$ cat src/rtl/mem_line_initiator_if.sv
// Bundle of the command, completion and memory-port signals of the
// line-transfer engine.
//   master : engine view (consumes commands, drives memory requests)
//   slave  : environment view (client + memory model)
// Parameters must match the ones given to mem_line_initiator.
interface mem_line_initiator_if #(
    parameter int ADDR_BITS = 28,
    parameter int TAG_BITS  = 5,
    parameter int DATA_BITS = 128
);
    logic                     cmd_valid;
    logic                     cmd_ready;
    logic                     cmd_rw;
    logic [ADDR_BITS-3:0]     cmd_line_addr;
    logic [4*DATA_BITS-1:0]   cmd_wdata;
    logic                     done_valid;
    logic                     done_err;
    logic [4*DATA_BITS-1:0]   done_rdata;
    logic                     mem_req_valid;
    logic                     mem_req_ready;
    logic                     mem_req_rw;
    logic [ADDR_BITS-1:0]     mem_req_addr;
    logic [TAG_BITS-1:0]      mem_req_tag;
    logic                     mem_req_data_valid;
    logic                     mem_req_data_ready;
    logic [DATA_BITS-1:0]     mem_req_data_bits;
    logic [DATA_BITS/8-1:0]   mem_req_data_mask;
    logic                     mem_resp_valid;
    logic [DATA_BITS-1:0]     mem_resp_data;
    logic [TAG_BITS-1:0]      mem_resp_tag;

    modport master (
        input  cmd_valid, cmd_rw, cmd_line_addr, cmd_wdata,
        output cmd_ready,
        output done_valid, done_err, done_rdata,
        output mem_req_valid, mem_req_rw, mem_req_addr, mem_req_tag,
        input  mem_req_ready,
        output mem_req_data_valid, mem_req_data_bits, mem_req_data_mask,
        input  mem_req_data_ready,
        input  mem_resp_valid, mem_resp_data, mem_resp_tag
    );

    modport slave (
        output cmd_valid, cmd_rw, cmd_line_addr, cmd_wdata,
        input  cmd_ready,
        input  done_valid, done_err, done_rdata,
        input  mem_req_valid, mem_req_rw, mem_req_addr, mem_req_tag,
        output mem_req_ready,
        input  mem_req_data_valid, mem_req_data_bits, mem_req_data_mask,
        output mem_req_data_ready,
        output mem_resp_valid, mem_resp_data, mem_resp_tag
    );
endinterface

$ cat src/rtl/mem_line_initiator.sv
// Cache-line transfer engine. Takes one line command at a time from a client
// and turns it into memory traffic: a fill issues one tagged read request and
// collects four matching read beats; a writeback issues four single-beat
// write requests, each followed by its data beat.
// Ports:
//   clk, reset : clock and synchronous active-high reset
//   bus        : mem_line_initiator_if.master (command, completion, memory)
module mem_line_initiator #(
    parameter int ADDR_BITS = 28,
    parameter int TAG_BITS  = 5,
    parameter int DATA_BITS = 128,
    parameter int TIMEOUT   = 255
) (
    input  logic                 clk,
    input  logic                 reset,
    mem_line_initiator_if.master bus
);
    localparam int LINE_BITS = ADDR_BITS - 2;
    // Wait counter only needs to reach TIMEOUT-1; the timeout fires on the
    // cycle that would have taken it to TIMEOUT.
    localparam int WAIT_BITS = (TIMEOUT < 2) ? 1 : $clog2(TIMEOUT);
    localparam logic [WAIT_BITS-1:0] WAIT_LAST = WAIT_BITS'(TIMEOUT - 1);

    typedef enum logic [2:0] {IDLE, RD_REQ, RD_WAIT, WR_REQ, WR_DATA, DONE} state_t;

    state_t                 state_reg, state_next;
    logic [LINE_BITS-1:0]   line_reg;
    logic [4*DATA_BITS-1:0] wdata_reg;
    logic [4*DATA_BITS-1:0] rdata_reg;
    logic [1:0]             beat_reg;
    logic [WAIT_BITS-1:0]   wait_reg;
    logic [TAG_BITS-1:0]    tag_reg;
    logic                   err_reg;

    logic                   resp_hit;
    logic [DATA_BITS-1:0]   wr_beat [0:3];
    logic [4*DATA_BITS-1:0] fill_line;

    // Beats returned outside RD_WAIT, or carrying another request's tag, are
    // never acted upon.
    assign resp_hit = (state_reg == RD_WAIT) && bus.mem_resp_valid &&
                      (bus.mem_resp_tag == tag_reg);

    // Beats 0..2 are parked in slot registers; beat 3 is taken straight from
    // the response bus so the completed line can be published on the same
    // edge that accepts the last beat.
    genvar gi;
    generate
        for (gi = 0; gi < 4; gi++) begin : g_beat
            assign wr_beat[gi] = wdata_reg[gi*DATA_BITS +: DATA_BITS];
            if (gi < 3) begin : g_slot
                logic [DATA_BITS-1:0] slot_reg;
                always_ff @(posedge clk) begin
                    if (reset)
                        slot_reg <= '0;
                    else if (resp_hit && beat_reg == 2'(gi))
                        slot_reg <= bus.mem_resp_data;
                end
                assign fill_line[gi*DATA_BITS +: DATA_BITS] = slot_reg;
            end else begin : g_last
                assign fill_line[gi*DATA_BITS +: DATA_BITS] = bus.mem_resp_data;
            end
        end
    endgenerate

    // State register
    always_ff @(posedge clk) begin
        if (reset)
            state_reg <= IDLE;
        else
            state_reg <= state_next;
    end

    // Next-state logic
    always_comb begin
        state_next = state_reg;
        case (state_reg)
            IDLE:    if (bus.cmd_valid) state_next = bus.cmd_rw ? WR_REQ : RD_REQ;
            RD_REQ:  if (bus.mem_req_ready) state_next = RD_WAIT;
            RD_WAIT: begin
                if (resp_hit) begin
                    if (beat_reg == 2'd3) state_next = DONE;
                end else if (wait_reg == WAIT_LAST) begin
                    state_next = DONE;
                end
            end
            WR_REQ:  if (bus.mem_req_ready) state_next = WR_DATA;
            WR_DATA: if (bus.mem_req_data_ready)
                         state_next = (beat_reg == 2'd3) ? DONE : WR_REQ;
            DONE:    state_next = IDLE;
            default: state_next = IDLE;
        endcase
    end

    // Datapath registers
    always_ff @(posedge clk) begin
        if (reset) begin
            line_reg  <= '0;
            wdata_reg <= '0;
            rdata_reg <= '0;
            beat_reg  <= '0;
            wait_reg  <= '0;
            tag_reg   <= '0;
            err_reg   <= 1'b0;
        end else begin
            case (state_reg)
                IDLE: if (bus.cmd_valid) begin
                    line_reg  <= bus.cmd_line_addr;
                    wdata_reg <= bus.cmd_wdata;
                    beat_reg  <= 2'd0;
                end
                RD_REQ: if (bus.mem_req_ready) wait_reg <= '0;
                RD_WAIT: begin
                    if (resp_hit) begin
                        beat_reg <= beat_reg + 2'd1;
                        wait_reg <= '0;
                        if (beat_reg == 2'd3) begin
                            rdata_reg <= fill_line;
                            err_reg   <= 1'b0;
                            tag_reg   <= tag_reg + TAG_BITS'(1);
                        end
                    end else if (wait_reg == WAIT_LAST) begin
                        // A timed-out fill keeps the previously published line.
                        err_reg <= 1'b1;
                        tag_reg <= tag_reg + TAG_BITS'(1);
                    end else begin
                        wait_reg <= wait_reg + WAIT_BITS'(1);
                    end
                end
                WR_DATA: if (bus.mem_req_data_ready) begin
                    if (beat_reg == 2'd3)
                        err_reg <= 1'b0;
                    else
                        beat_reg <= beat_reg + 2'd1;
                end
                default: ;
            endcase
        end
    end

    // Outputs: valids depend on state only, never on the ready inputs.
    always_comb begin
        bus.cmd_ready          = (state_reg == IDLE);
        bus.mem_req_valid      = (state_reg == RD_REQ) || (state_reg == WR_REQ);
        bus.mem_req_rw         = (state_reg == WR_REQ);
        bus.mem_req_addr       = {line_reg, (state_reg == WR_REQ) ? beat_reg : 2'b00};
        bus.mem_req_tag        = tag_reg;
        bus.mem_req_data_valid = (state_reg == WR_DATA);
        bus.mem_req_data_bits  = wr_beat[beat_reg];
        bus.mem_req_data_mask  = '1;
        bus.done_valid         = (state_reg == DONE);
        bus.done_err           = (state_reg == DONE) && err_reg;
    end

    assign bus.done_rdata = rdata_reg;
endmodule

$ cat src/flat_wrapper.sv
// flat-port wrapper written by rule: the top's interface ports become plain ports
module mem_line_initiator_flat 
#(
    parameter int ADDR_BITS = 28,
    parameter int TAG_BITS  = 5,
    parameter int DATA_BITS = 128,
    parameter int TIMEOUT   = 255
)
  (clk, reset, bus_cmd_valid, bus_cmd_rw, bus_cmd_line_addr, bus_cmd_wdata, bus_cmd_ready, bus_done_valid, bus_done_err, bus_done_rdata, bus_mem_req_valid, bus_mem_req_rw, bus_mem_req_addr, bus_mem_req_tag, bus_mem_req_ready, bus_mem_req_data_valid, bus_mem_req_data_bits, bus_mem_req_data_mask, bus_mem_req_data_ready, bus_mem_resp_valid, bus_mem_resp_data, bus_mem_resp_tag);
  mem_line_initiator_if #(.ADDR_BITS(ADDR_BITS), .TAG_BITS(TAG_BITS), .DATA_BITS(DATA_BITS)) bus_i ();
  input  logic clk;
  input  logic reset;
  input wire logic [$bits(bus_i.cmd_valid)-1:0] bus_cmd_valid;
  input wire logic [$bits(bus_i.cmd_rw)-1:0] bus_cmd_rw;
  input wire logic [$bits(bus_i.cmd_line_addr)-1:0] bus_cmd_line_addr;
  input wire logic [$bits(bus_i.cmd_wdata)-1:0] bus_cmd_wdata;
  output wire logic [$bits(bus_i.cmd_ready)-1:0] bus_cmd_ready;
  output wire logic [$bits(bus_i.done_valid)-1:0] bus_done_valid;
  output wire logic [$bits(bus_i.done_err)-1:0] bus_done_err;
  output wire logic [$bits(bus_i.done_rdata)-1:0] bus_done_rdata;
  output wire logic [$bits(bus_i.mem_req_valid)-1:0] bus_mem_req_valid;
  output wire logic [$bits(bus_i.mem_req_rw)-1:0] bus_mem_req_rw;
  output wire logic [$bits(bus_i.mem_req_addr)-1:0] bus_mem_req_addr;
  output wire logic [$bits(bus_i.mem_req_tag)-1:0] bus_mem_req_tag;
  input wire logic [$bits(bus_i.mem_req_ready)-1:0] bus_mem_req_ready;
  output wire logic [$bits(bus_i.mem_req_data_valid)-1:0] bus_mem_req_data_valid;
  output wire logic [$bits(bus_i.mem_req_data_bits)-1:0] bus_mem_req_data_bits;
  output wire logic [$bits(bus_i.mem_req_data_mask)-1:0] bus_mem_req_data_mask;
  input wire logic [$bits(bus_i.mem_req_data_ready)-1:0] bus_mem_req_data_ready;
  input wire logic [$bits(bus_i.mem_resp_valid)-1:0] bus_mem_resp_valid;
  input wire logic [$bits(bus_i.mem_resp_data)-1:0] bus_mem_resp_data;
  input wire logic [$bits(bus_i.mem_resp_tag)-1:0] bus_mem_resp_tag;
  assign bus_i.cmd_valid = bus_cmd_valid;
  assign bus_i.cmd_rw = bus_cmd_rw;
  assign bus_i.cmd_line_addr = bus_cmd_line_addr;
  assign bus_i.cmd_wdata = bus_cmd_wdata;
  assign bus_cmd_ready = bus_i.cmd_ready;
  assign bus_done_valid = bus_i.done_valid;
  assign bus_done_err = bus_i.done_err;
  assign bus_done_rdata = bus_i.done_rdata;
  assign bus_mem_req_valid = bus_i.mem_req_valid;
  assign bus_mem_req_rw = bus_i.mem_req_rw;
  assign bus_mem_req_addr = bus_i.mem_req_addr;
  assign bus_mem_req_tag = bus_i.mem_req_tag;
  assign bus_i.mem_req_ready = bus_mem_req_ready;
  assign bus_mem_req_data_valid = bus_i.mem_req_data_valid;
  assign bus_mem_req_data_bits = bus_i.mem_req_data_bits;
  assign bus_mem_req_data_mask = bus_i.mem_req_data_mask;
  assign bus_i.mem_req_data_ready = bus_mem_req_data_ready;
  assign bus_i.mem_resp_valid = bus_mem_resp_valid;
  assign bus_i.mem_resp_data = bus_mem_resp_data;
  assign bus_i.mem_resp_tag = bus_mem_resp_tag;
  mem_line_initiator #(.ADDR_BITS(ADDR_BITS), .TAG_BITS(TAG_BITS), .DATA_BITS(DATA_BITS), .TIMEOUT(TIMEOUT)) u_core (.clk(clk), .reset(reset), .bus(bus_i));
endmodule
$ cat config.mk
export PLATFORM = sky130hd
export DESIGN_NAME = mem_line_initiator_flat
export DESIGN_NICKNAME = d
export VERILOG_FILES = /design/src/rtl/mem_line_initiator_if.sv /design/src/rtl/mem_line_initiator.sv /design/src/flat_wrapper.sv
export SDC_FILE = /design/constraint.sdc
export NUM_CORES = 2
export LEC_CHECK = 0
export BUFFER_PORTS_ARGS = -buffer_cell sky130_fd_sc_hd__buf_2
export CAP_MARGIN = 30
export CORE_AREA = 2 2 538 540
export CTS_CLUSTER_SIZE = 8
export DETAILED_ROUTE_END_ITERATION = 6
export DIE_AREA = 0 0 540 542
export SYNTH_ARGS = -nofsm -noshare
export SYNTH_HDL_FRONTEND = slang
export SYNTH_SLANG_ARGS = --single-unit
$ cat constraint.sdc
create_clock -name clk -period 2.14 [get_ports clk]
set_input_delay 0 -clock clk [delete_from_list [all_inputs] [get_ports clk]]
set_output_delay 0 -clock clk [all_outputs]
set_load 0.05 [all_outputs]
==> flow_summary.toml <==
[logic_synthesis]
synthArstFlopShare = 0
synth_cells = 6560
synth.distinct_cells = 49
ys_ff_latch = 1453
synth_edf_count = 0
synthesis.area_um2 = 53200
ys.flop_type = "dfxtp_1"
syn_area_per_cell_um2 = 8.11
yosysSeqAreaShare = 0.547
yosys_warnings = 0

[cells_and_area]
syn_to_final_growth_pct = 60.2
regArea_um2 = 29100
nets = 9805
fillCellCount = 29400
most-common-layout-cells = "nand2_1 (2883), dfxtp_1 (1446), a21oi_1 (1442)"
multiInputGateArea_um2 = 21900
layout-drive-gt1-share = 0.220
fin_area_um2 = 85200
layoutNonFillerInstCount = 13000
final_common_cell = "nand2_1"
post-route-util = 0.297

[floorplan]
dieWidth_um = 540
dieHeight_um = 542
initial_utilization = 0.185
io_pins = 1373
placementRows = 197
coreArea_um2 = 287000
die_area_um2 = 293000

[worst_setup_path]
cp-start-kind = "flop"
crit_arrival_ns = 2.54
cp-end-kind = "output port"
required_ns = 2.14
r2r-start = "u_core.beat_reg[1]"
critical_path_class = "reg -> out"
r2r_end = "u_core.bus.done_rdata[79]"
rr_worst_depth = 8
crit_path_max_fanout = 8
r2r_slack_ns = 0.05

[status]
status = "complete, but fails checks"
violations = "negative setup slack"

[route]
via_per_inst = 4.53
via_count = 58700
postRouteAntennaNets = 0
first_iter_violations = 5476
firstDrtPassIters = 7
wl_per_cell_um = 21.5
wl_um = 278000
post-route-drc-count = 0

[clocking]
insertion_delay_ns = 0.82
cts-htree-levels = 4
cts_tree = "done"
numCtsBuffers = 206
cts_buffer_depth = 4
path_clk_slew_ns = 0.05
cts.sinks = 1453
clockRootBuffer = "clkbuf_16"

[timing]
finalHoldViolCount = 0
relSlewSlack = 0.513
fin_skew_ns = 0.0479
fmax_mhz = 394
tightestPinTransition_ns = 0.731
finalWorstSetupSlack_ns = -0.398
period_share = 1.19
period_needed_ns = 2.54
finalSetupTns_ns = -36.41
setup_viol_count_final = 127
slew_violations = 0
rsz0062_at_grt = "true"

[placement]
hpwlAfterDp_um = 187000
routabilityCongestion = 1.03
io_buffers = 1356
post-place-cells = 11400
preCtsSetupSlack_ns = 0.0562
placed_cell_area_um2 = 65400

[grt]
gr-usage-all-layers = 0.177
grt_pass1_wl_um = 386000
grt_max_degree = 129
antenna_found_initial = 79
grt_pass1_vias = 55800
overflow = 0

[pwr]
p_comb_frac = 0.229
vdd_drop_max_mv = 0.640
pwr-share-clk = 0.381
internal_power_mw = 53.1
seqPwrFrac = 0.390
power_density_nw_per_um2 = 915
power.leakage_nw = 32.7
swShare = 0.318
p_sw_mw = 24.8

[hold_path]
hold_depth = 4
min_path_type = "in -> reg"
worst_hold_path.endpoint = "u_core.bus.done_rdata[458]"
worstHoldStart = "bus_mem_resp_data[74]"

[flow_run]
max_cap_violations = 0
-- final cells by class --
class                      count  share of cell area
sequential                  1453               0.342
timing repair buffer        2867               0.279
clock inverter                14             0.00404
multi-input combinational   4584               0.257
tap                         3781              0.0555
clock buffer                 219              0.0618
antenna                       33            0.000969
inverter                       8            0.000352
-- kinds of logic after synthesis --
group / after synthesis / share of synthesized area
muxes: 134 / 0.0554
buffers and inverters: 538 / 0.0436
xor gates and xnor gates: 6 / 0.000988
DFF: 1453 / 0.547
and+or+nand+nor: 2949 / 0.211
adders and majority gates: 7 / 0.00165
other: 1 / 0.0000705
AOI/OAI and AO/OA: 1472 / 0.140
-- critical path, stage by stage, from the launching register on --
cell	delay [ns]
dfxtp_4	0.36
buf_12	0.16
buf_16	0.17
buf_8	0.14
mux4_2	0.62
buf_8	0.21
-- synth_stat cells (2+ instances only) --
cell | number | area, um^2
xnor2_1 | 6 | 52.6
a22o_1 | 3 | 26.3
buf_2 | 180 | 901
nor3b_1 | 2 | 15.0
nor4_1 | 3 | 18.8
and3_1 | 8 | 50.1
or3_1 | 4 | 25.0
or4_1 | 3 | 22.5
o21ai_0 | 5 | 25.0
nor2b_1 | 4 | 25.0
inv_1 | 7 | 26.3
nand4_1 | 7 | 43.8
dfxtp_1 | 1453 | 29100
ha_1 | 7 | 87.6
mux2i_1 | 3 | 30.0
a21oi_1 | 1442 | 7220
nor2_1 | 8 | 30.0
clkbuf_1 | 307 | 1150
mux4_2 | 128 | 2880
a41o_1 | 2 | 20.0
nand2_1 | 2885 | 10800
mux2_2 | 2 | 22.5
buf_1 | 25 | 93.8
and4_1 | 4 | 35.0
o21a_1 | 3 | 22.5
o211ai_1 | 4 | 30.0
nor3_1 | 4 | 20.0
buf_4 | 17 | 128
a211oi_2 | 2 | 25.0
and2_1 | 5 | 31.3
nand3_1 | 9 | 45.0
-- power groups by stage --
| stage | logic [mW] | clock network [mW] | registers, mW |
|---|---|---|---|
| finish | 17.8 | 29.7 | 30.4 |
| global route | 18.6 | 31.3 | 30.5 |
| CTS | 16.9 | 30.2 | 30.2 |
| detailed placement | 14.2 | 0 | 30.8 |
| global placement | 14.1 | 0 | 30.7 |
| floorplan | 8.46 | 0 | 30.5 |
-- repair_timing --
item                        CTS  global route
buffers inserted              8            11
pin swaps                     0             3
hold endpoints to repair   1253             1
gates cloned                  6            16
resized for setup           240            81
setup endpoints to repair   131           469
hold buffers               1232             1
-- worst max-delay path by stage --
stage / cells past startpoint / to / startpoint
after global routing: 5 / bus_mem_req_data_bits[21] / u_core.beat_reg[0]
after floorplan: 5 / u_core.wait_reg[5] / u_core.state_reg[2]
after global placement: 8 / u_core.bus.done_rdata[89] / u_core.bus.mem_req_tag[0]
after CTS: 5 / bus_mem_req_data_bits[62] / u_core.beat_reg[0]
after detailed placement: 8 / u_core.bus.done_rdata[460] / u_core.bus.mem_req_tag[3]
final: 5 / bus_mem_req_data_bits[62] / u_core.beat_reg[0]
-- per-stage QoR --
stage | power [mW] | hold WS, ns
4_1_cts | 77.3 | 0.000285
2_1_floorplan | 39.0 | 0.136
3_3_place_gp | 44.8 | 0.241
6_report | 77.9 | 0.0730
5_1_grt | 80.4 | 0.0245
3_5_place_dp | 44.9 | 0.246
-- per-layer routing --
layer | track usage | part of all wire | vias up
met1 | 0.208 | 0.38 | 27600
met3 | 0.0428 | 0.090 | 978
met2 | 0.288 | 0.45 | 3596
met5 | 0 | 0.0011 | -
li1 | - | - | 26500
met4 | 0.115 | 0.077 | 48
Power figures use the tool's default switching activity.
